<file path="config.mk">
export PLATFORM = sky130hd
export DESIGN_NAME = fifo_arb
export DESIGN_NICKNAME = d
export VERILOG_FILES = /design/src/rtl/fifo_arb.sv
export SDC_FILE = /design/constraint.sdc
export NUM_CORES = 1
export LEC_CHECK = 0
export ABC_AREA = 1
export ABC_CLOCK_PERIOD_IN_PS = 2700
export CORE_MARGIN = 2
export CORE_UTILIZATION = 50
export CTS_CLUSTER_DIAMETER = 40
export DETAILED_ROUTE_END_ITERATION = 16
export MAX_ROUTING_LAYER = met4
export PLACE_DENSITY = 0.77
export SLEW_MARGIN = 15
export SYNTH_ARGS = -nofsm -noshare
export SYNTH_HDL_FRONTEND = slang
export SYNTH_HIERARCHICAL = 1
export SYNTH_SLANG_ARGS = --single-unit
export TNS_END_PERCENT = 50
</file>
<file path="constraint.sdc">
create_clock -name clk -period 2.7 [get_ports clk]
set_clock_uncertainty 0.15 [all_clocks]
set_input_delay 0.54 -clock clk [delete_from_list [all_inputs] [get_ports clk]]
set_output_delay 0.54 -clock clk [all_outputs]
set_load 0.01 [all_outputs]
</file>
<file path="src/rtl/fifo_arb.sv">
// fifo_arb: turns STN capture bytes and TFT fetch pulses into FIFO RAM requests on one shared port.
// Optional sticky write-drop flag is built only when FIFO_ARB_OVF_EN is defined.

// Small generic queue; the caller must not push into a full queue unless it pops in the same cycle.
module fifo_arb_wq #(
  parameter int W     = 21,
  parameter int DEPTH = 2
) (
  input  logic                         clk,
  input  logic                         rst_x,
  input  logic                         push,
  input  logic                         pop,
  input  logic [W-1:0]                 din,
  output logic [W-1:0]                 head,
  output logic [$clog2(DEPTH+1)-1:0]   cnt
);
  localparam int AW = (DEPTH > 1) ? $clog2(DEPTH) : 1;

  logic [W-1:0]  mem [DEPTH];
  logic [AW-1:0] wr_idx;
  logic [AW-1:0] rd_idx;

  always_ff @(posedge clk or negedge rst_x) begin
    if (!rst_x) begin
      for (int i = 0; i < DEPTH; i++) mem[i] <= '0;
      wr_idx <= '0;
      rd_idx <= '0;
      cnt    <= '0;
    end else begin
      if (push) begin
        mem[wr_idx] <= din;
        wr_idx      <= wr_idx + 1'b1;
      end
      if (pop) rd_idx <= rd_idx + 1'b1;
      case ({push, pop})
        2'b10:   cnt <= cnt + 1'b1;
        2'b01:   cnt <= cnt - 1'b1;
        default: ;
      endcase
    end
  end

  assign head = mem[rd_idx];
endmodule

module fifo_arb #(
  parameter int BUF_LEN = 4800
) (
  input  logic        clk,
  input  logic        rst_x,
  input  logic        stn_frame_start,
  input  logic        stn_wvalid,
  input  logic [7:0]  stn_wdata,
  input  logic        tft_frame_start,
  input  logic        tft_rreq,
  output logic        tft_rready,
  output logic        tft_rvalid,
  output logic [7:0]  tft_rdata,
  output logic        ovf,
  output logic        fifo_rdreq,
  input  logic        fifo_rdack,
  output logic [12:0] fifo_raddr,
  input  logic [7:0]  fifo_rdata,
  output logic        fifo_wrreq,
  input  logic        fifo_wrack,
  output logic [12:0] fifo_waddr,
  output logic [7:0]  fifo_wdata
);
  localparam logic [12:0] LAST = 13'(BUF_LEN - 1);

  function automatic logic [12:0] wrap_inc(input logic [12:0] a);
    return (a == LAST) ? 13'd0 : a + 13'd1;
  endfunction

  logic [12:0] wptr;
  logic [12:0] rptr;
  logic [12:0] raddr_r;
  logic [12:0] waddr_use;
  logic [12:0] raddr_use;
  logic [1:0]  wq_cnt;
  logic [20:0] wq_head;
  logic        wq_full;
  logic        wr_deq;
  logic        wr_drop;
  logic        wr_acc;
  logic        rd_acc;
  logic        rd_grant;
  logic        rd_pend;
  logic        cap_en;
  logic        rvalid_r;
  logic [7:0]  rdata_r;

  // Reads win the RAM port unless the write queue is full.
  assign wq_full    = (wq_cnt == 2'd2);
  assign fifo_rdreq = rd_pend & ~wq_full;
  assign fifo_wrreq = (wq_cnt != 2'd0) & ~fifo_rdreq;
  assign rd_grant   = fifo_rdreq & fifo_rdack;
  assign wr_deq     = fifo_wrreq & fifo_wrack;

  assign wr_drop   = stn_wvalid & wq_full & ~wr_deq;
  assign wr_acc    = stn_wvalid & ~wr_drop;
  assign waddr_use = stn_frame_start ? 13'd0 : wptr;

  fifo_arb_wq #(
    .W     (21),
    .DEPTH (2)
  ) u_wq (
    .clk   (clk),
    .rst_x (rst_x),
    .push  (wr_acc),
    .pop   (wr_deq),
    .din   ({waddr_use, stn_wdata}),
    .head  (wq_head),
    .cnt   (wq_cnt)
  );

  assign fifo_waddr = wq_head[20:8];
  assign fifo_wdata = wq_head[7:0];

  always_ff @(posedge clk or negedge rst_x) begin
    if (!rst_x) begin
      wptr <= 13'd0;
    end else if (wr_acc) begin
      wptr <= wrap_inc(waddr_use);
    end else if (stn_frame_start) begin
      wptr <= 13'd0;
    end
  end

  assign rd_acc    = tft_rreq & ~rd_pend;
  assign raddr_use = tft_frame_start ? 13'd0 : rptr;

  always_ff @(posedge clk or negedge rst_x) begin
    if (!rst_x) begin
      rptr    <= 13'd0;
      raddr_r <= 13'd0;
      rd_pend <= 1'b0;
    end else begin
      if (rd_acc) begin
        raddr_r <= raddr_use;
        rptr    <= wrap_inc(raddr_use);
        rd_pend <= 1'b1;
      end else begin
        if (tft_frame_start) rptr <= 13'd0;
        if (rd_grant) rd_pend <= 1'b0;
      end
    end
  end

  // Synchronous RAM: data for a grant appears one cycle later, then is presented the cycle after.
  always_ff @(posedge clk or negedge rst_x) begin
    if (!rst_x) begin
      cap_en   <= 1'b0;
      rvalid_r <= 1'b0;
      rdata_r  <= 8'h00;
    end else begin
      cap_en   <= rd_grant;
      rvalid_r <= cap_en;
      if (cap_en) rdata_r <= fifo_rdata;
    end
  end

  assign fifo_raddr = raddr_r;
  assign tft_rready = ~rd_pend;
  assign tft_rvalid = rvalid_r;
  assign tft_rdata  = rdata_r;

`ifdef FIFO_ARB_OVF_EN
  logic ovf_r;

  always_ff @(posedge clk or negedge rst_x) begin
    if (!rst_x) begin
      ovf_r <= 1'b0;
    end else if (wr_drop) begin
      ovf_r <= 1'b1;
    end else if (stn_frame_start) begin
      ovf_r <= 1'b0;
    end
  end

  assign ovf = ovf_r;
`else
  assign ovf = 1'b0;
`endif
endmodule

</file>
== Word level (Yosys, flattened, before mapping) ==
Cells that the tools add are included.

* Register bits after elaboration: 96
* Word-level logic and storage cells: 60

* $add $sub $neg: 6
* Order comparisons: 3
* Eq/ne operators: 5
* Muxes and demuxes: 15
* Bitwise logic cells: 15
* Reduce and logical (&&, ||, !) cells: 4

{| class="wikitable"
|+ Operators by type and width
! cell !! count
|-
| two-way mux 21 bit || 4
|-
| two-way mux 13 bit || 6
|-
| bitwise mux 42 bit || 1
|-
| adder 13 x 1 -> 13 bit (second input constant) || 2
|-
| == test 13 bit (second input constant) || 2
|-
| demux 21 bit (select 1 bit) || 1
|-
| bitwise AND 1 bit || 8
|-
| nonzero test 2 bit || 3
|-
| inverter 1 bit || 5
|-
| == test 2 bit (second input constant) || 2
|-
| greater-or-equal comparator 2 bit (second input constant) || 2
|-
| inverter 1 -> 2 bit || 2
|-
| case mux 2 bit (2 select lines) || 1
|-
| adder 1 bit (second input constant) || 2
|-
| adder 2 x 1 -> 2 bit (second input constant) || 1
|-
| == test 2 x 1 -> 1 bit (second input constant) || 1
|-
| < comparator 2 x 1 -> 1 bit (second input constant) || 1
|-
| two-way mux 1 bit || 2
|-
| subtractor 2 x 1 -> 2 bit (second input constant) || 1
|-
| logical AND 1 bit || 1
|}

== Logic depth before layout (Yosys ltp) ==
* Depth in word-level cells: 12
* Depth in mapped cells: 11

== By module ==
The synthesis kept the hierarchy.

{| class="wikitable"
|+ By module, submodules not included
! module !! times used !! cells an instance !! area each (um2)
|-
| fifo_arb || 1 || 341 || 2,775.2
|-
| fifo_arb_wq || 1 || 246 || 2,124.5
|}

== Worst setup path after synthesis ==
No wires, ideal clock.

* Kind: input port to flip-flop
* Start point: input stn_frame_start
* End point: register wptr[12]
* Arrival: 1,680 ps
* Data required time: 2,431 ps
* Slack: 751 ps
* Stages on the path: 10
* Buffers on the path: 1
* Cell sequence: buf_6 -> nor2_1 -> ha_1 -> nand2_1 -> nor3_2 -> nand2_1 -> nor2_4 -> nand3_1 -> nand2_1 -> nor2_1

* Word-level cells in the longest chain between the ends: 4
* Elaborated cells between the ends (all ways): 5

{| class="wikitable"
|+ RTL lines
! what !! line !! text
|-
| start: declaration || 51 || <nowiki>input logic stn_frame_start,</nowiki>
|-
| two-way mux 13 bit (*) || - ||
|-
| net waddr_use[1] || 78 || <nowiki>logic [12:0] waddr_use;</nowiki>
|-
| adder 13 x 1 -> 13 bit / == test 13 bit (equally long branches) || 72 || <nowiki>return (a == LAST) ? 13'd0 : a + 13'd1;</nowiki>
|-
| two-way mux 13 bit (*) || 72 ||
|-
| two-way mux 13 bit (*) || 123 || <nowiki>end else if (wr_acc) begin</nowiki>
|-
| end signal: assignment || 124 || <nowiki>wptr <= wrap_inc(waddr_use);</nowiki>
|-
| end: declaration || 75 || <nowiki>logic [12:0] wptr;</nowiki>
|}

The timed path passes the listed nets; every way through them passes the cells marked *.
A chain may end at the register's enable or synchronous reset.

== Worst setup path after layout ==
* Start point: register u_wq.rd_idx
* End point: output fifo_waddr[0]

* Word-level cells in the longest chain between the ends: 4

{| class="wikitable"
|+ RTL lines
! what !! line !! text
|-
| start: declaration || 21 || <nowiki>logic [AW-1:0] rd_idx;</nowiki>
|-
| start signal: assignment || 34 || <nowiki>if (pop) rd_idx <= rd_idx + 1'b1;</nowiki>
|-
| inverter 1 -> 2 bit (not written as such) || 43 || <nowiki>assign head = mem[rd_idx];</nowiki>
|-
| two-way mux 21 bit (not written as such) (3 in series) || 43 ||
|-
| end: declaration || 66 || <nowiki>output logic [12:0] fifo_waddr,</nowiki>
|}

No other way between the ends. The select of a mux whose other input is x is not followed.

==> flow_summary.yaml <==
global_routing:
  gr-total-overflow: 0
  grt_pass1_wl_um: 16700
  grt_start_max_net_pins: 53
  grt_use_total: 0.207
  grt_pass1_vias: 3658
  antenna_found_initial: 0
synth:
  synth_cells: 587
  ys_warn_count: 6
  synth_cell_types: 31
  synth_top_cell_by_area: "dfrtp_1"
  ys.flop_type: "dfrtp_1"
  synth_top_area_frac: 0.490
  ys_ff_latch: 96
  async_flop_share: 1.00
  synth_nets: 614
  seq_area_frac_synth: 0.490
  syn_area_mm2: 0.00490
  synth_area_leaders: "dfrtp_1 49%, nand2_1 12%, inv_1 7.3%, o21ai_0 5.0%, o21ai_2 3.8%"
  avgSynthCellArea_um2: 8.35
  synth-edff-count: 0
critical_path:
  critPathMaxFanout: 40
  cp_top_family: "buffers and inverters"
  cp_num_cells: 3
  cp.arrival_ns: 1.82
  cp_cell_sequence: "buf_12, o21ai_0, clkdlybuf4s50_1"
  required_ns: 2.01
  reg2reg_depth: 9
  critical_path_buf_inv_count: 2
  cp-end-kind: "output port"
  crit_path_start_kind: "flop"
  cpPeakStageDelay_ns: 0.58
  crit_type: "reg -> out"
  cp_slowest_cell: "clkdlybuf4s50_1"
layout:
  drive_gt1_frac: 0.148
  ff_latch_area_mm2: 0.00240
  synthToLayoutAreaGrowth_pct: 21.6
  multi_input_area_mm2: 0.00198
  postLayoutCoreUtil: 0.618
  n_antenna_cell: 0
  nets: 684
  fillers: 846
  design_area_mm2: 0.00596
timing:
  period_share: 0.931
  hold_slack_ns: 0.328
  fin_tns_setup_ns: 0
  finalMaxSlewViolations: 0
  rsz0062_at_grt: "no"
  hold_violations: 0
  final-setup-viol-count: 0
  fin_crit_ns: 2.51
  fmax_mhz: 398
die:
  dieWidth_um: 103
  die_h_um: 103
  num_rows: 36
  core_mm2: 0.00964
  initial_core_util: 0.508
  die_area_mm2: 0.0106
  boundaryPins: 71
routing:
  dr.pass1.iters: 4
  ant_nets: 0
  vias: 3846
  viasPerCell: 4.84
  routed_wl_um: 9850
  drtIter0Drc: 205
  routedWlPerCell_um: 12.4
  drcViolationCount: 0
power:
  internal-power_mw: 2.91
  power_frac_clock: 0.223
  combinationalPowerShare: 0.340
  leakage_nw: 2.81
  p_switching_mw: 1.43
  p_per_area_mw_per_mm2: 729
  max-vdd-ir-drop_uv: 280
  p_seq_frac: 0.436
  switching_share: 0.330
clock_tree:
  clk-insertion-delay-late_ns: 0.37
  cts.sinks: 96
  cts-root-buf: "clkbuf_8"
  clk_path_buf_depth: 2
  htreeDepth: 3
  cts_buffers: 9
  cts_tree: "yes"
  path_clk_slew_ns: 0.09
placed_design:
  io_buffers: 69
  gp_congestion: 0.960
  place_area_mm2: 0.00574
  hpwl_um: 7320
hold_path:
  hold_path_class: "reg -> reg"
  hold-path-cell-count: 2
run_status:
  status: "complete, no violations"
flow_run:
  maxCapViolCount: 0
[worst paths after layout]
| check | endpoint | slack [ns] | startpoint |
|---|---|---|---|
| setup / recovery | fifo_waddr[0] | 0.19 | u_wq/rd_idx |
| hold / removal | fifo_raddr[7] | 0.33 | fifo_raddr[7] |
| setup reg to reg | u_wq/mem[34] | 0.80 | u_wq/cnt[0] |
| hold reg to reg | fifo_raddr[7] | 0.33 | fifo_raddr[7] |
| max in group asynchronous | fifo_raddr[11] | 1.32 | rst_x |
| min in group asynchronous | u_wq/mem[14] | 0.47 | rst_x |
[cell usage after synthesis, types with 2 or more instances]
cell type  number
mux2_2          8
nor3_1          7
buf_6           7
nor2_4          6
nor2_2          9
o21ai_0        49
inv_2           6
buf_2           3
nor2_1         45
nand3_1        22
dfrtp_1        96
nand2_1       152
inv_1          95
nor2_8          3
a21oi_1         2
o21ai_2        21
ha_1            3
nand2_2         7
nor3_2          4
xor2_1          9
nand4_1         7
xnor2_1         5
nand3_2         4
clkbuf_1       10
[tightest hold or removal path: stages (launching register included)]
cell     delay [ns]
dfrtp_1        0.35
nand2_1        0.05
nand2_1        0.05
[cells in the final DEF (no fill, tap or decap)]
master,instances
nand2_2,7
ha_1,3
xor2_1,9
a21oi_1,2
o21ai_2,21
nand4_1,7
nor3_1,7
inv_1,95
nor2_8,3
nor3_2,4
nand2_4,1
clkinvlp_4,1
xnor2_1,5
o21ai_1,1
nor3_4,1
dlygate4sd3_1,1
clkbuf_8,11
clkdlybuf4s50_1,68
nand2_1,152
clkinv_2,1
nor2_1,45
inv_6,1
clkbuf_1,1
conb_1,1
nand3_1,22
nor2_2,9
o21bai_2,1
bufinv_16,1
buf_12,4
inv_2,6
mux2_2,8
buf_4,7
o21ai_0,49
or2_2,1
dfrtp_1,96
nand3_2,4
nor2_4,6
[layer usage]
metal | global-route usage | wire [um] | vias up | share of wire
li1 | - | - | 1945 | -
met1 | 0.276 | 4550 | 1817 | 0.46
met2 | 0.320 | 4860 | 75 | 0.49
met3 | 0.0414 | 320 | 9 | 0.032
met4 | 0.0638 | 112 | 0 | 0.011
met5 | - | 0 | - | 0
[kinds of logic (layout without fill, tap and decap cells)]
group                      Yosys count  count (layout)  share of synthesized area
DFF                                 96              96                      0.490
muxes                                8               8                     0.0184
xor gates and xnor gates            14              14                     0.0250
other                                1               1                   0.000765
and+or+nand+nor                    269             269                      0.259
buffers and inverters              122             197                      0.106
adders and majority gates            3               3                    0.00766
AOI/OAI and AO/OA                   74              74                     0.0930
[cell type report]
cell class                 instances  area share
clock buffer                      12      0.0260
clock inverter                     4     0.00861
inverter                         101      0.0636
multi-input combinational        369       0.332
sequential                        96       0.403
tap                              133      0.0279
timing repair buffer              80       0.138
[through the flow]
| step | std cells | setup slack [ns] | total power [mW] |
|---|---|---|---|
| 4_1_cts | 795 | 0.152 | 4.40 |
| 3_5_place_dp | 778 | 0.123 | 3.41 |
| 5_1_grt | 795 | 0.0984 | 4.64 |
| 6_report | 795 | 0.185 | 4.34 |
| 2_1_floorplan | 587 | 0.751 | 2.75 |
| 3_3_place_gp | 778 | 0.0969 | 3.35 |
[power groups by stage]
stage | combinational [mW] | sequential, mW | clock (mW)
floorplan | 0.843 | 1.90 | 0
global placement | 1.44 | 1.91 | 0
detailed placement | 1.49 | 1.92 | 0
CTS | 1.50 | 1.90 | 0.998
global route | 1.64 | 1.93 | 1.06
finish | 1.48 | 1.90 | 0.970
[state kept, by name, indices dropped and copies added (netlist names)]
name         cells
u_wq/mem        42
fifo_raddr      13
rptr            13
wptr            13
tft_rdata        8
u_wq/cnt         2
cap_en           1
rd_pend          1
tft_rvalid       1
u_wq/rd_idx      1
u_wq/wr_idx      1
[repair_timing]
item | CTS | global route
resized for setup | 0 | 0
endpoints found under the hold margin | 25 | 0
hold buffers | 1 | 0
buffers inserted | 0 | 0
(Power assumes the default switching activity.)
